## src/rtl/imm_gen_pipe_if.sv

```systemverilog
// Handshake bundle for imm_gen_pipe: upstream decode side and downstream ID/EX side.
// Carries Illegal_o when IMM_ILLEGAL_EN is defined.
interface imm_gen_pipe_if #(
  parameter int unsigned XLEN  = 32,
  parameter int unsigned TAG_W = 32
);
  logic              Valid_i;
  logic              Ready_o;
  logic [31:0]       Instruction_i;
  logic [2:0]        Format_i;
  logic [TAG_W-1:0]  Tag_i;
  logic              Valid_o;
  logic              Ready_i;
  logic [XLEN-1:0]   Immediate_o;
  logic [TAG_W-1:0]  Tag_o;
`ifdef IMM_ILLEGAL_EN
  logic              Illegal_o;
`endif

  // Block-side view.
  modport slave (
    input  Valid_i, Instruction_i, Format_i, Tag_i, Ready_i,
`ifdef IMM_ILLEGAL_EN
    output Illegal_o,
`endif
    output Ready_o, Valid_o, Immediate_o, Tag_o
  );

  // Environment-side view.
  modport master (
    output Valid_i, Instruction_i, Format_i, Tag_i, Ready_i,
`ifdef IMM_ILLEGAL_EN
    input  Illegal_o,
`endif
    input  Ready_o, Valid_o, Immediate_o, Tag_o
  );
endinterface

```

## src/rtl/imm_gen_pipe.sv

```systemverilog
// Pipelined RV32I/RV64I immediate extender with a 2-entry skid buffer and sideband tag.
// Optional IMM_ILLEGAL_EN adds a registered Illegal_o flag per entry.
module imm_gen_pipe #(
  parameter int unsigned XLEN  = 32,
  parameter int unsigned TAG_W = 32
) (
  input  logic           Clk_i,
  input  logic           Rst_ni,
  input  logic           Flush_i,
  imm_gen_pipe_if.slave  bus
);

  if (XLEN != 32 && XLEN != 64) begin : g_xlen_chk
    $error("imm_gen_pipe: XLEN must be 32 or 64");
  end

  typedef enum logic [1:0] {
    ST_EMPTY = 2'd0,
    ST_MAIN  = 2'd1,
    ST_FULL  = 2'd2
  } state_e;

  logic [31:0]      w_ins;
  logic [2:0]       w_fmt;
  logic [31:0]      w_imm32;
  logic [XLEN-1:0]  w_imm;
  logic             w_unused_opcode;

  state_e           r_state;
  state_e           w_state_nxt;
  logic             r_main_valid;
  logic             r_ready;
  logic             w_accept;
  logic             w_pop;
  logic             w_ld_main_in;
  logic             w_ld_main_skid;
  logic             w_ld_skid;

  logic [XLEN-1:0]  r_main_imm;
  logic [TAG_W-1:0] r_main_tag;
  logic [XLEN-1:0]  r_skid_imm;
  logic [TAG_W-1:0] r_skid_tag;

  assign w_ins           = bus.Instruction_i;
  assign w_fmt           = bus.Format_i;
  assign w_unused_opcode = ^w_ins[6:0];

  // Immediate decode to 32 bits; bit 31 of the instruction is always the sign.
  always_comb begin
    w_imm32 = '0;
    case (w_fmt)
      3'd1:    w_imm32 = {{20{w_ins[31]}}, w_ins[31:20]};
      3'd2:    w_imm32 = {{20{w_ins[31]}}, w_ins[31:25], w_ins[11:7]};
      3'd3:    w_imm32 = {{19{w_ins[31]}}, w_ins[31], w_ins[7], w_ins[30:25],
                          w_ins[11:8], 1'b0};
      3'd4:    w_imm32 = {w_ins[31:12], 12'h000};
      3'd5:    w_imm32 = {{11{w_ins[31]}}, w_ins[31], w_ins[19:12], w_ins[20],
                          w_ins[30:21], 1'b0};
      default: w_imm32 = '0;
    endcase
  end

`ifdef IMM_ILLEGAL_EN
  logic w_illegal;
  logic r_main_ill;
  logic r_skid_ill;

  assign w_illegal = (w_fmt[2] & w_fmt[1]) | (w_ins[1:0] != 2'b11);
  assign w_imm     = w_illegal ? '0 : XLEN'($signed(w_imm32));
`else
  assign w_imm     = XLEN'($signed(w_imm32));
`endif

  assign w_accept = bus.Valid_i & r_ready;
  assign w_pop    = r_main_valid & bus.Ready_i;

  // Occupancy state machine: EMPTY, main only, main plus skid.
  always_comb begin
    w_state_nxt    = r_state;
    w_ld_main_in   = 1'b0;
    w_ld_main_skid = 1'b0;
    w_ld_skid      = 1'b0;
    if (Flush_i) begin
      w_state_nxt = ST_EMPTY;
    end else begin
      case (r_state)
        ST_EMPTY: begin
          if (w_accept) begin
            w_ld_main_in = 1'b1;
            w_state_nxt  = ST_MAIN;
          end
        end
        ST_MAIN: begin
          if (w_pop) begin
            if (w_accept) begin
              w_ld_main_in = 1'b1;
            end else begin
              w_state_nxt = ST_EMPTY;
            end
          end else if (w_accept) begin
            w_ld_skid   = 1'b1;
            w_state_nxt = ST_FULL;
          end
        end
        ST_FULL: begin
          if (w_pop) begin
            w_ld_main_skid = 1'b1;
            w_state_nxt    = ST_MAIN;
          end
        end
        default: w_state_nxt = ST_EMPTY;
      endcase
    end
  end

  // Valid/ready flops follow the next occupancy so neither output has a comb path.
  always_ff @(posedge Clk_i or negedge Rst_ni) begin
    if (!Rst_ni) begin
      r_state      <= ST_EMPTY;
      r_main_valid <= 1'b0;
      r_ready      <= 1'b1;
    end else begin
      r_state      <= w_state_nxt;
      r_main_valid <= (w_state_nxt != ST_EMPTY);
      r_ready      <= (w_state_nxt != ST_FULL);
    end
  end

  // Payload registers load only on a transfer, holding Immediate_o steady under stall.
  always_ff @(posedge Clk_i or negedge Rst_ni) begin
    if (!Rst_ni) begin
      r_main_imm <= '0;
      r_main_tag <= '0;
      r_skid_imm <= '0;
      r_skid_tag <= '0;
    end else begin
      if (w_ld_main_in) begin
        r_main_imm <= w_imm;
        r_main_tag <= bus.Tag_i;
      end else if (w_ld_main_skid) begin
        r_main_imm <= r_skid_imm;
        r_main_tag <= r_skid_tag;
      end
      if (w_ld_skid) begin
        r_skid_imm <= w_imm;
        r_skid_tag <= bus.Tag_i;
      end
    end
  end

`ifdef IMM_ILLEGAL_EN
  always_ff @(posedge Clk_i or negedge Rst_ni) begin
    if (!Rst_ni) begin
      r_main_ill <= 1'b0;
      r_skid_ill <= 1'b0;
    end else begin
      if (w_ld_main_in) begin
        r_main_ill <= w_illegal;
      end else if (w_ld_main_skid) begin
        r_main_ill <= r_skid_ill;
      end
      if (w_ld_skid) begin
        r_skid_ill <= w_illegal;
      end
    end
  end

  assign bus.Illegal_o = r_main_ill;
`endif

  assign bus.Ready_o     = r_ready;
  assign bus.Valid_o     = r_main_valid;
  assign bus.Immediate_o = r_main_imm;
  assign bus.Tag_o       = r_main_tag;

endmodule

```

## src/flat_wrapper.sv

```systemverilog
// flat-port wrapper written by rule: the top's interface ports become plain ports
module imm_gen_pipe_flat 
#(
  parameter int unsigned XLEN  = 32,
  parameter int unsigned TAG_W = 32
)
  (Clk_i, Rst_ni, Flush_i, bus_Valid_i, bus_Instruction_i, bus_Format_i, bus_Tag_i, bus_Ready_i, bus_Ready_o, bus_Valid_o, bus_Immediate_o, bus_Tag_o);
  imm_gen_pipe_if #(.XLEN(XLEN), .TAG_W(TAG_W)) bus_i ();
  input  logic Clk_i;
  input  logic Rst_ni;
  input  logic Flush_i;
  input wire logic [$bits(bus_i.Valid_i)-1:0] bus_Valid_i;
  input wire logic [$bits(bus_i.Instruction_i)-1:0] bus_Instruction_i;
  input wire logic [$bits(bus_i.Format_i)-1:0] bus_Format_i;
  input wire logic [$bits(bus_i.Tag_i)-1:0] bus_Tag_i;
  input wire logic [$bits(bus_i.Ready_i)-1:0] bus_Ready_i;
  output wire logic [$bits(bus_i.Ready_o)-1:0] bus_Ready_o;
  output wire logic [$bits(bus_i.Valid_o)-1:0] bus_Valid_o;
  output wire logic [$bits(bus_i.Immediate_o)-1:0] bus_Immediate_o;
  output wire logic [$bits(bus_i.Tag_o)-1:0] bus_Tag_o;
  assign bus_i.Valid_i = bus_Valid_i;
  assign bus_i.Instruction_i = bus_Instruction_i;
  assign bus_i.Format_i = bus_Format_i;
  assign bus_i.Tag_i = bus_Tag_i;
  assign bus_i.Ready_i = bus_Ready_i;
  assign bus_Ready_o = bus_i.Ready_o;
  assign bus_Valid_o = bus_i.Valid_o;
  assign bus_Immediate_o = bus_i.Immediate_o;
  assign bus_Tag_o = bus_i.Tag_o;
  imm_gen_pipe #(.XLEN(XLEN), .TAG_W(TAG_W)) u_core (.Clk_i(Clk_i), .Rst_ni(Rst_ni), .Flush_i(Flush_i), .bus(bus_i));
endmodule
```

## config.mk

```make
export PLATFORM = sky130hd
export DESIGN_NAME = imm_gen_pipe_flat
export DESIGN_NICKNAME = d
export VERILOG_FILES = /design/src/rtl/imm_gen_pipe_if.sv /design/src/rtl/imm_gen_pipe.sv /design/src/flat_wrapper.sv
export SDC_FILE = /design/constraint.sdc
export NUM_CORES = 1
export LEC_CHECK = 0
export CAP_MARGIN = 20
export CORE_ASPECT_RATIO = 1.75
export CORE_MARGIN = 1
export CORE_UTILIZATION = 53
export DETAILED_ROUTE_END_ITERATION = 6
export PLACE_DENSITY = 0.85
export SYNTH_ARGS = -nofsm -noshare
export SYNTH_HDL_FRONTEND = slang
export SYNTH_SLANG_ARGS = --single-unit
```

## constraint.sdc

```tcl
create_clock -name Clk_i -period 4.05 [get_ports Clk_i]
set_input_delay 0.81 -clock Clk_i [delete_from_list [all_inputs] [get_ports Clk_i]]
set_output_delay 0.81 -clock Clk_i [all_outputs]
set_load 0.005 [all_outputs]
```

==> impl_metrics.json <==
{
  "die_w_um": 80.1,
  "rows": 49,
  "arrival_ns": 3.02,
  "htree_num_levels": 4,
  "cp-end-kind": "flip-flop",
  "dpl.hpwl_um": 9230,
  "status": "finished clean",
  "fin_crit_ns": 2.73,
  "synthCells": 504,
  "critPathKind": "in2reg",
  "track_usage": 0.275,
  "dr.pass1.iters": 5,
  "wl_per_cell_um": 18.9,
  "post_cts_resized": 0,
  "io_buffers": 130,
  "drt-total-wl_um": 14400,
  "place_inst": 728,
  "clock_skew_ns": 0.00771,
  "grt_pass1_wl_um": 23400,
  "ir_drop_mv": 0.412,
  "gp_congestion": 0.823,
  "start_util": 0.549,
  "powerDensity_nw_per_um2": 612,
  "period_share": 0.674,
  "synth_edf_count": 0,
  "slew_viol_final": 0,
  "synth_seq_cells": 132,
  "fin_setup_tns_ns": 0,
  "total_power_w": 0.00467,
  "tritoncts": "yes",
  "grt_pass1_vias": 4781,
  "synthArstFlopShare": 1.00,
  "root_buffer": "clkbuf_16",
  "maxCapViolCount": 0,
  "hold_buffers": 0,
  "clkLatencyLatePin_ns": 0.41,
  "antenna_cells": 0,
  "vias_per_cell": 5.87,
  "rsz0062_at_grt": "no",
  "grt_overflow": 0,
  "area_growth_pct": 34.9,
  "final-hold-violation-count": 0,
  "antenna_found_initial": 0,
  "dieArea_um2": 11100,
  "n_fill_cell": 680,
  "critPathLaunchType": "primary input",
  "cts_sinks": 132,
  "slew_headroom": 0.450,
  "drtIter0Drc": 264,
  "clkTransAtPathRegs_ns": 0.06,
  "worstPathRequired_ns": 4.34,
  "cts_buffer_depth": 2,
  "yosys_most_used_dff": "dfrtp_1",
  "pre_cts_ws_ns": 0.858,
  "grt_max_degree": 106,
  "core_um2": 10300,
  "layout_commonest_cell": "dfrtp_1",
  "synth_area_per_cell_um2": 11.2,
  "cts_buffers": 17,
  "cts_setup_buffers": 0,
  "ant_nets": 0,
  "vias": 4467,
  "place_area_um2": 7020,
  "nets": 693,
  "hold_path.class": "in2async",
  "synth.net_count": 576,
  "fin_ws_ns": 1.32,
  "crit_fanout": 28,
  "setup_viol": 0,
  "ys_types": 35,
  "drive_above_1_share": 0.147,
  "yosysWarnings": 0,
  "yosysSeqAreaShare": 0.584,
  "instances_no_fill": 761,
  "tightest_slew_ns": 0.822,
  "fin_area_um2": 7630,
  "die_h_um": 139,
  "remaining_drc_errors": 0,
  "max_freq_ghz": 0.366,
  "power_leakage_nw": 3.35,
  "syn_area_um2": 5650,
  "final_cell_mix": "131 x dfrtp_1, 129 x clkdlybuf4s50_1, 63 x o21ai_0",
  "ioPinCount": 138
}
==> stage by stage <==
stage / util / hold slack [ns]
2_1_floorplan: - / 0.450
3_3_place_gp: 0.682 / 0.462
3_5_place_dp: 0.682 / 0.471
4_1_cts: 0.738 / 0.313
5_1_grt: 0.740 / 0.334
6_report: 0.740 / 0.307
==> worst paths after layout <==
path	depth (start not counted)	start	end	slack, ns
setup / recovery	6	Flush_i	u_core.bus.Immediate_o[5]	1.32
hold reg to reg	2	u_core.r_skid_imm[5]	u_core.r_skid_imm[5]	0.48
setup reg to reg	4	u_core.bus.Ready_o	u_core.r_skid_tag[14]	1.84
min in group Clk_i	2	u_core.r_skid_imm[5]	u_core.r_skid_imm[5]	0.48
hold / removal	1	Rst_ni	u_core.bus.Immediate_o[10]	0.31
max in group asynchronous	2	Rst_ni	u_core.r_skid_tag[2]	2.85
==> power by group <==
| group | internal (W) | switching, W |
|---|---|---|
| combinational | 0.000703 | 0.000426 |
| sequential | 0.00178 | 0.000277 |
| clock | 0.000918 | 0.000568 |
| total | 0.00340 | 0.00127 |
==> worst max-delay path, cell delays in order <==
cell,delay [ns]
clkdlybuf4s50_1,0.62
or2_2,0.43
nor3_2,0.16
buf_4,0.35
nor2_1,0.27
a221o_1,0.37
==> layer usage <==
| metal | track usage | vias to the layer above | part of all wire |
|---|---|---|---|
| met1 | 0.324 | 2245 | 0.38 |
| met2 | 0.481 | 156 | 0.55 |
| met3 | 0.0526 | 29 | 0.046 |
| li1 | - | 2037 | - |
| met4 | 0.116 | 0 | 0.025 |
| met5 | 0 | - | 0 |
==> cell families after synthesis <==
group | count (synthesis) | synth area share
AO/OA/AOI/OAI | 163 | 0.202
flip-flops | 132 | 0.584
AND/OR/NAND/NOR | 102 | 0.0794
XOR/XNOR | 2 | 0.00310
multiplexers | 33 | 0.0777
buffers and inverters | 72 | 0.0538
==> state kept, by name (all words and copies together) (netlist names) <==
register,flops
u_core.r_skid_tag,32
u_core.bus.Valid_o,1
u_core.bus.Immediate_o,32
u_core.bus.Ready_o,1
u_core.bus.Tag_o,32
u_core.r_state,2
u_core.r_skid_imm,32
==> layout make-up <==
cell class              instances  area (um^2)  area share
inverters                      32          120      0.0158
multi-input cells             300         2070       0.272
clock buffers                  19          443      0.0581
flip-flops and latches        132         3300       0.433
clock inverters                13          135      0.0177
well taps                     127          159      0.0208
repair buffers                138         1390       0.182
==> synth_stat cells (9+ instances only) <==
cell type	count	area [um^2]
a211oi_1	10	75.1
mux2_4	18	270
nand2_1	51	191
a221o_1	12	120
buf_2	9	45.0
a22oi_1	36	270
mux2_2	15	169
dfrtp_1	131	3280
nor2_1	28	105
inv_1	32	120
a21oi_1	12	60.1
o21ai_0	63	315
a32oi_1	11	96.3
clkbuf_1	28	105
o221a_2	11	124
Note: power is estimated with default switching activity, not from simulation.
